**src/rtl/line_draw_scheduler.sv**
```systemverilog
// Arbitrates two line-draw requesters and a full-screen clear onto one frame-buffer write port.
// Grant/ack and pixel pass-through are same-cycle; requesters wait (req held) while busy.
module line_draw_scheduler #(
  parameter int H_RES = 640,
  parameter int V_RES = 480
) (
  input  logic        clk,
  input  logic        reset,
  input  logic        clean,
  input  logic [1:0]  req,
  input  logic [19:0] req_x0,
  input  logic [19:0] req_x1,
  input  logic [17:0] req_y0,
  input  logic [17:0] req_y1,
  input  logic [1:0]  req_color,
  output logic [1:0]  ack,
  output logic        ld_start,
  output logic [9:0]  ld_x0,
  output logic [9:0]  ld_x1,
  output logic [8:0]  ld_y0,
  output logic [8:0]  ld_y1,
  input  logic        ld_valid,
  input  logic [9:0]  ld_x,
  input  logic [8:0]  ld_y,
  input  logic        ld_done,
  output logic [9:0]  pixel_x,
  output logic [8:0]  pixel_y,
  output logic        pixel_color,
  output logic        pixel_we,
  output logic        busy
);

  typedef enum logic [1:0] {
    S_IDLE  = 2'd0,
    S_CLEAR = 2'd1,
    S_START = 2'd2,
    S_DRAW  = 2'd3
  } state_t;

  localparam logic [9:0] LP_X_LAST = 10'(H_RES - 1);
  localparam logic [8:0] LP_Y_LAST = 9'(V_RES - 1);

  state_t      r_state;
  state_t      w_state_nxt;
  logic        r_pend_clr;
  logic        r_ptr;
  logic        r_color;
  logic [9:0]  r_cx;
  logic [8:0]  r_cy;
  logic [9:0]  r_ld_x0;
  logic [9:0]  r_ld_x1;
  logic [8:0]  r_ld_y0;
  logic [8:0]  r_ld_y1;
  logic        w_clr_req;
  logic        w_clr_last;
  logic        w_grant;
  logic        w_grant_vld;

  // A clean arriving in the same IDLE cycle as a req must still win.
  assign w_clr_req   = r_pend_clr | clean;
  assign w_clr_last  = (r_state == S_CLEAR) && (r_cx == LP_X_LAST) && (r_cy == LP_Y_LAST);
  assign w_grant     = req[r_ptr] ? r_ptr : ~r_ptr;
  assign w_grant_vld = (r_state == S_IDLE) && !reset && !w_clr_req && (req != 2'b00);

  assign ld_x0 = r_ld_x0;
  assign ld_x1 = r_ld_x1;
  assign ld_y0 = r_ld_y0;
  assign ld_y1 = r_ld_y1;
  assign busy  = (r_state != S_IDLE);

  always_ff @(posedge clk or posedge reset) begin
    if (reset) begin
      r_state <= S_IDLE;
    end else begin
      r_state <= w_state_nxt;
    end
  end

  always_comb begin
    w_state_nxt = r_state;
    ack         = 2'b00;
    ld_start    = 1'b0;
    pixel_we    = 1'b0;
    pixel_x     = 10'd0;
    pixel_y     = 9'd0;
    pixel_color = 1'b0;
    case (r_state)
      S_IDLE: begin
        if (w_clr_req) begin
          w_state_nxt = S_CLEAR;
        end else if (w_grant_vld) begin
          w_state_nxt = S_START;
          ack         = w_grant ? 2'b10 : 2'b01;
        end
      end
      S_CLEAR: begin
        pixel_we = 1'b1;
        pixel_x  = r_cx;
        pixel_y  = r_cy;
        if (w_clr_last) begin
          w_state_nxt = S_IDLE;
        end
      end
      S_START: begin
        ld_start    = 1'b1;
        w_state_nxt = S_DRAW;
      end
      S_DRAW: begin
        if (ld_valid) begin
          pixel_we    = 1'b1;
          pixel_x     = ld_x;
          pixel_y     = ld_y;
          pixel_color = r_color;
        end
        if (ld_done) begin
          w_state_nxt = S_IDLE;
        end
      end
      default: w_state_nxt = S_IDLE;
    endcase
  end

  always_ff @(posedge clk or posedge reset) begin
    if (reset) begin
      r_pend_clr <= 1'b0;
      r_ptr      <= 1'b0;
      r_color    <= 1'b0;
      r_cx       <= 10'd0;
      r_cy       <= 9'd0;
      r_ld_x0    <= 10'd0;
      r_ld_x1    <= 10'd0;
      r_ld_y0    <= 9'd0;
      r_ld_y1    <= 9'd0;
    end else begin
      // Completion wins over a clean seen during the sweep, so it is absorbed.
      if (w_clr_last) begin
        r_pend_clr <= 1'b0;
      end else if (clean) begin
        r_pend_clr <= 1'b1;
      end

      if (w_grant_vld) begin
        r_ptr   <= ~w_grant;
        r_color <= req_color[w_grant];
        r_ld_x0 <= w_grant ? req_x0[19:10] : req_x0[9:0];
        r_ld_x1 <= w_grant ? req_x1[19:10] : req_x1[9:0];
        r_ld_y0 <= w_grant ? req_y0[17:9]  : req_y0[8:0];
        r_ld_y1 <= w_grant ? req_y1[17:9]  : req_y1[8:0];
      end

      if (r_state == S_CLEAR) begin
        if (r_cx == LP_X_LAST) begin
          r_cx <= 10'd0;
          r_cy <= w_clr_last ? 9'd0 : r_cy + 9'd1;
        end else begin
          r_cx <= r_cx + 10'd1;
        end
      end
    end
  end

endmodule

```
**config.mk**
```make
export PLATFORM = sky130hd
export DESIGN_NAME = line_draw_scheduler
export DESIGN_NICKNAME = d
export VERILOG_FILES = /design/src/rtl/line_draw_scheduler.sv
export SDC_FILE = /design/constraint.sdc
export NUM_CORES = 1
export LEC_CHECK = 0
export BUFFER_PORTS_ARGS = -buffer_cell sky130_fd_sc_hd__buf_2
export CORE_UTILIZATION = 45
export DETAILED_ROUTE_END_ITERATION = 8
export MAX_ROUTING_LAYER = met4
export PLACE_DENSITY = 0.8
export SLEW_MARGIN = 20
export SYNTH_ARGS = -nofsm -noshare
export SYNTH_HDL_FRONTEND = slang
export SYNTH_SLANG_ARGS = --single-unit
export TNS_END_PERCENT = 1
```
**constraint.sdc**
```tcl
create_clock -name clk -period 4.9 [get_ports clk]
set_input_delay 0.98 -clock clk [delete_from_list [all_inputs] [get_ports clk]]
set_output_delay 0.98 -clock clk [all_outputs]
set_load 0.05 [all_outputs]
```
### Word level (Yosys, flattened, before mapping)

Index checks and enable logic that the tools add are counted.

* logic and storage cells: 69
* output and inout bits: 63
* register bits after elaboration: 62

* bitwise logic cells: 3
* order comparisons: 2
* equality and inequality tests: 8
* reductions and logical operators: 13
* mux-type cells: 31
* add/subtract/negate cells: 2

Operator list (count)
* two-way mux 10 bit: 4
* two-way mux 9 bit: 4
* case mux 10 bit (2 select lines): 1
* case mux 9 bit (2 select lines): 1
* two-way mux 2 bit: 8
* two-way mux 1 bit: 11
* adder 10 x 1 -> 10 bit (second input constant): 1
* == test 10 bit (second input constant): 1
* adder 9 x 1 -> 9 bit (second input constant): 1
* == test 9 bit (second input constant): 1
* case mux 2 bit (4 select lines): 1
* nonzero test 2 bit: 3
* logical AND 1 bit: 5
* == test 2 bit (second input constant): 2
* < comparator 1 x 2 -> 1 bit (second input constant): 2
* inequality test 2 bit (second input constant): 2
* inequality test 3 bit (second input constant): 1
* AND reduction 3 bit: 1
* == test 2 x 1 -> 1 bit (second input constant): 1
* zero test 1 bit: 2
* zero test 2 bit: 1
* inverter 1 bit: 2
* case mux 1 bit (2 select lines): 1
* AND reduction 2 bit: 1
* OR 1 bit: 1

### Logic depth before layout (Yosys ltp)

* depth after elaboration: 7
* mapped depth: 7
* mapped depth without buffers: 5

### Least setup slack after synthesis

Ideal clock, no wire load.

* path type: input to output
* start point: input port reset
* end point: output port ack[1]
* cell stages on the path: 5
* setup slack: 0.810 ns
* data required time: 3.920 ns
* data arrival time: 3.110 ns
* cells stage by stage: inv_1 > and2_4 > and3_1 > buf_6 > buf_6

* cells in the longest elaborated chain, start to end: 7

RTL lines
* from (decl): line 8 `input logic reset,`
* zero test 1 bit (no source line)
* logical AND 1 bit (3 in a row): line 63 `assign w_grant_vld = (r_state == S_IDLE) && !reset && !w_clr_req && (req != 2'b00);`
* two-way mux 2 bit: line 91 `end else if (w_grant_vld) begin`
* two-way mux 2 bit: line 89 `if (w_clr_req) begin`
* two-way mux 2 bit: line 87 `case (r_state)`
* to (decl): line 16 `output logic [1:0] ack,`

No other way between the ends.

### Worst setup path after layout

* start point: input port clean
* end point: output port ack[1]

* cells in the longest elaborated chain, start to end: 7

RTL lines
* from (decl): line 9 `input logic clean,`
* OR 1 bit *: line 60 `assign w_clr_req = r_pend_clr | clean;`
* zero test 1 bit: line 63
* logical AND 1 bit (2 in a row): line 63
* two-way mux 2 bit: line 91
* two-way mux 2 bit *: line 89
* two-way mux 2 bit *: line 87

Every way passes the cells marked *; elsewhere a longest branch is shown, timed or not.

==> results.md <==
| Step | Quantity | Value |
|:---|:---|:---|
| status | Outcome | completed |
| timing | Clk_skew | 0.00882 ns |
| die | Die height | 85.7 µm |
| timing | Max-slew violations | 0 |
| timing | Fraction of the cycle the final worst path needs | 0.683 |
| finish | Post-layout net count | 552 |
| timing | Max Clock Freq | 299 MHz |
| grt | Via count of the first global-routing pass | 2732 |
| die | Overall die area | 7340 µm² |
| die | Total number of placement rows | 30 |
| worst setup path | Crit path DAT | 2.36 ns |
| power | Pwr dens | 370 nW/µm² |
| timing | Final-report setup violation count | 0 |
| clocking | Number of buffers added for setup after CTS | 0 |
| power | Worst ir drop on vdd | 0.167 mV |
| detailed routing | Violation count after the first detailed-route iteration | 77 |
| detailed routing | DRC viols | 0 |
| finish | Diodes inserted | 0 |
| synthesis | Proportion of synthesized flip-flops having asynchronous set or reset | 1.00 |
| detailed routing | Post-route antenna net violation count | 0 |
| min path | Min-Delay Path Class | register to register |
| detailed routing | Post-Route WL | 7680 µm |
| timing | Time the worst path needs with I/O delays and setup | 3.34 ns |
| synthesis | Main flop type after synthesis | dfrtp_1 |
| timing | TNS Setup | 0 ns |
| worst setup path | Slowest-stage cell, CP | buf_4 |
| clocking | CTS max path bufs | 2 |
| worst setup path | Endpoint required time on the critical path | 3.92 ns |
| synthesis | Number of flops mapped to enable cells by yosys | 0 |
| clocking | Clock transition time at the flip-flop clock pins of the worst setup and hold paths | 0.06 ns |
| grt | Grt total ovfl | 0 |
| synthesis | Average size of a mapped cell | 11.0 µm² |
| finish | Core occupancy in the finished layout | 0.622 |
| worst setup path | Top Family by Delay on Critical Path | buffers and inverters |
| worst setup path | Category of the most critical setup path | primary input to primary output |
| synthesis | Most frequent cell after synthesis | dfrtp_1 |
| worst setup path | Crit-path max cell delay | 0.37 ns |
| worst setup path | CP most frequent cell | buf_2 |
| placement | Number of cells after detailed placement | 531 |
| clocking | Buffer type at the clock tree root | clkbuf_8 |
| timing | Tightest hold margin | 0.510 ns |
| clocking | TritonCTS clock tree | yes |
| synthesis | Number of nets produced by synthesis | 393 |
| clocking | Number of resized instances in the post-cts repair step | 0 |
| worst setup path | Endpoint type of the worst setup path | primary output |
| placement | Number of buffers added on ports | 166 |
| worst setup path | CP Max Fanout | 41 |
| clocking | Post-CTS Hold Buffers | 0 |
| detailed routing | Vias per inst | 5.22 |
| timing | Worst Max-Slew Pin Slew | 0.859 ns |
| clocking | Inserted Clock Buffers | 9 |
| detailed routing | Number of detailed-routing iterations run before antenna repair | 6 |
| grt | Number of antenna violations at the first check in global routing | 0 |
| synthesis | Sequential fraction of the synthesis area | 0.492 |
| timing | Number of hold violations in the final report | 0 |
| timing | RSZ-0062 raised after global routing | false |
| synthesis | Most common library cells after synthesis | dfrtp_1, and2_1, a221o_1, nand2_1, a22o_1 |
| synthesis | Post-Syn Area | 3150 µm² |
| min path | Hold wc startpoint | ld_x1[4]$_DFFE_PP0P_ |
| synthesis | Distinct cells, synth | 38 |
| worst setup path | Critical Path Start | clean |
| detailed routing | Total number of vias | 2853 |
| worst setup path | Kind of start point of the critical path | primary input |
| grt | Global-route wire length before repair | 12300 µm |
| synthesis | Top area cells in the synthesized netlist | dfrtp_1, a221o_1, and2_1 |
| grt | Largest net degree at the start of global routing | 63 |
| clocking | Clock latency reported for the late side of the worst-skew pair | 0.34 ns |
| die | Starting density of the core | 0.464 |
| detailed routing | Average wire per cell in the routed design | 14.0 µm |
| die | Count of pins on the block boundary | 167 |
| synthesis | Cell type contributing the most total cell area after synthesis | dfrtp_1 |
| timing | Headroom to the max-slew limit | 0.427 |
| synthesis | Synthesized flop and latch total | 62 |
| finish | Share of post-route cells with drive strength above 1 | 0.441 |
| placement | Detailed placer's ending HPWL | 5560 µm |
| placement | Final weighted congestion of routability-driven global placement | 0.821 |
| clocking | Number of clock sinks | 62 |
| finish | Filler-free cell count of the finished design | 547 |
| worst setup path | Number of buffers and inverters on the critical path | 3 |
| grt | GRT Util Overall | 0.222 |
| die | DIE WIDTH | 85.7 µm |
| finish | Area growth syn-to-layout | 34.2% |
| power | P_leak | 2.23 nW |
| synthesis | Portion of synthesized cell area occupied by the leading cell type | 0.492 |
| die | Core footprint | 6790 µm² |
| worst setup path | Reg2reg start | r_state[1]$_DFFE_PP0P_ |
| flow run | Number of max-cap violations | 0 |
| synthesis | Post-synthesis instance total | 287 |
| clocking | Total number of H-tree levels | 3 |
| synthesis | Total number of yosys warnings | 0 |
| worst setup path | Cell Chain, Critical Path | buf_2, nor4_4, and2_4, and3_1, buf_4, buf_2 |
==> stage by stage <==
stage          power [mW]  area [µm²]  worst slack, ns
2_1_floorplan       0.906        3150            0.810
3_3_place_gp         1.01        3980             1.56
3_5_place_dp         1.02        3980             1.54
4_1_cts              1.58        4230             1.54
5_1_grt              1.63        4230             1.46
6_report             1.57        4230             1.56
==> flip-flops by register name (all words and copies together) (netlist names) <==
register    cells
r_pend_clr      1
r_cy            9
ld_x1          10
r_color         1
ld_x0          10
r_state         2
r_cx           10
r_ptr           1
ld_y0           9
ld_y1           9
==> final cells by class <==
class,instances,area [µm²]
Sequential cell,62,1550
Multi-Input combinational cell,194,1410
Clock inverter,6,109
Fill cell,570,2560
Tap cell,96,120
Clock buffer,10,138
Timing Repair Buffer,171,868
Inverter,8,30.0
==> final timing paths <==
path	cells past startpoint	slack, ns	end
setup / recovery	6	1.56	ack[1]
hold / removal	1	0.51	ld_x1[4]$_DFFE_PP0P_
setup reg to reg	5	2.91	ld_y1[8]$_DFFE_PP0P_
hold reg to reg	1	0.51	ld_x1[4]$_DFFE_PP0P_
max in group asynchronous	3	3.51	ld_y1[6]$_DFFE_PP0P_
min in group asynchronous	3	0.88	ld_x1[0]$_DFFE_PP0P_
==> logic make-up (layout without fill, tap and decap cells) <==
kind of cell	count (synthesis)	in the layout	share of synthesized area
and+or+nand+nor	105	105	0.199
buffers and inverters	31	195	0.0592
adders and majority gates	2	2	0.00794
AOI/OAI and AO/OA	76	76	0.210
muxes	3	3	0.00953
DFF	62	62	0.492
xor gates and xnor gates	8	8	0.0222
==> metal layers <==
layer	up-vias	routed length, µm	GRT usage
met3	14	498	0.0491
met5	-	0	-
met2	135	3660	0.355
met4	0	132	0.111
met1	1323	3390	0.266
li1	1381	-	-
==> where the power goes <==
part           leakage (nW)  internal, mW  switching (mW)
clock network         0.126         0.351           0.199
logic                  1.29         0.134           0.264
registers             0.816         0.562          0.0556
==> layout by cell type, fill, tap and decap left out, drive strengths merged, types with 3 or more instances in the layout <==
cell and instances:
nor2 8, and3 3, buf 171, clkinv 3, a22o 18, nand4 5
dfrtp 62, xnor2 8, o21ai 8, clkbuf 10, mux2i 3, and4 4
a221o 39, bufinv 3, or3 3, and2 41, nor3 5, inv 8
nand2 21, a21oi 6, nand3 7
==> worst register-to-register path, delay by kind of cell (launching register included) <==
| kind | cells | cell delay (ns) |
|---|---|---|
| DFF | 1 | 0.51 |
| and+or+nand+nor | 2 | 0.48 |
| AOI/OAI and AO/OA | 2 | 0.55 |
| buffers and inverters | 1 | 0.32 |
Note: power is estimated with default switching activity, not from simulation.
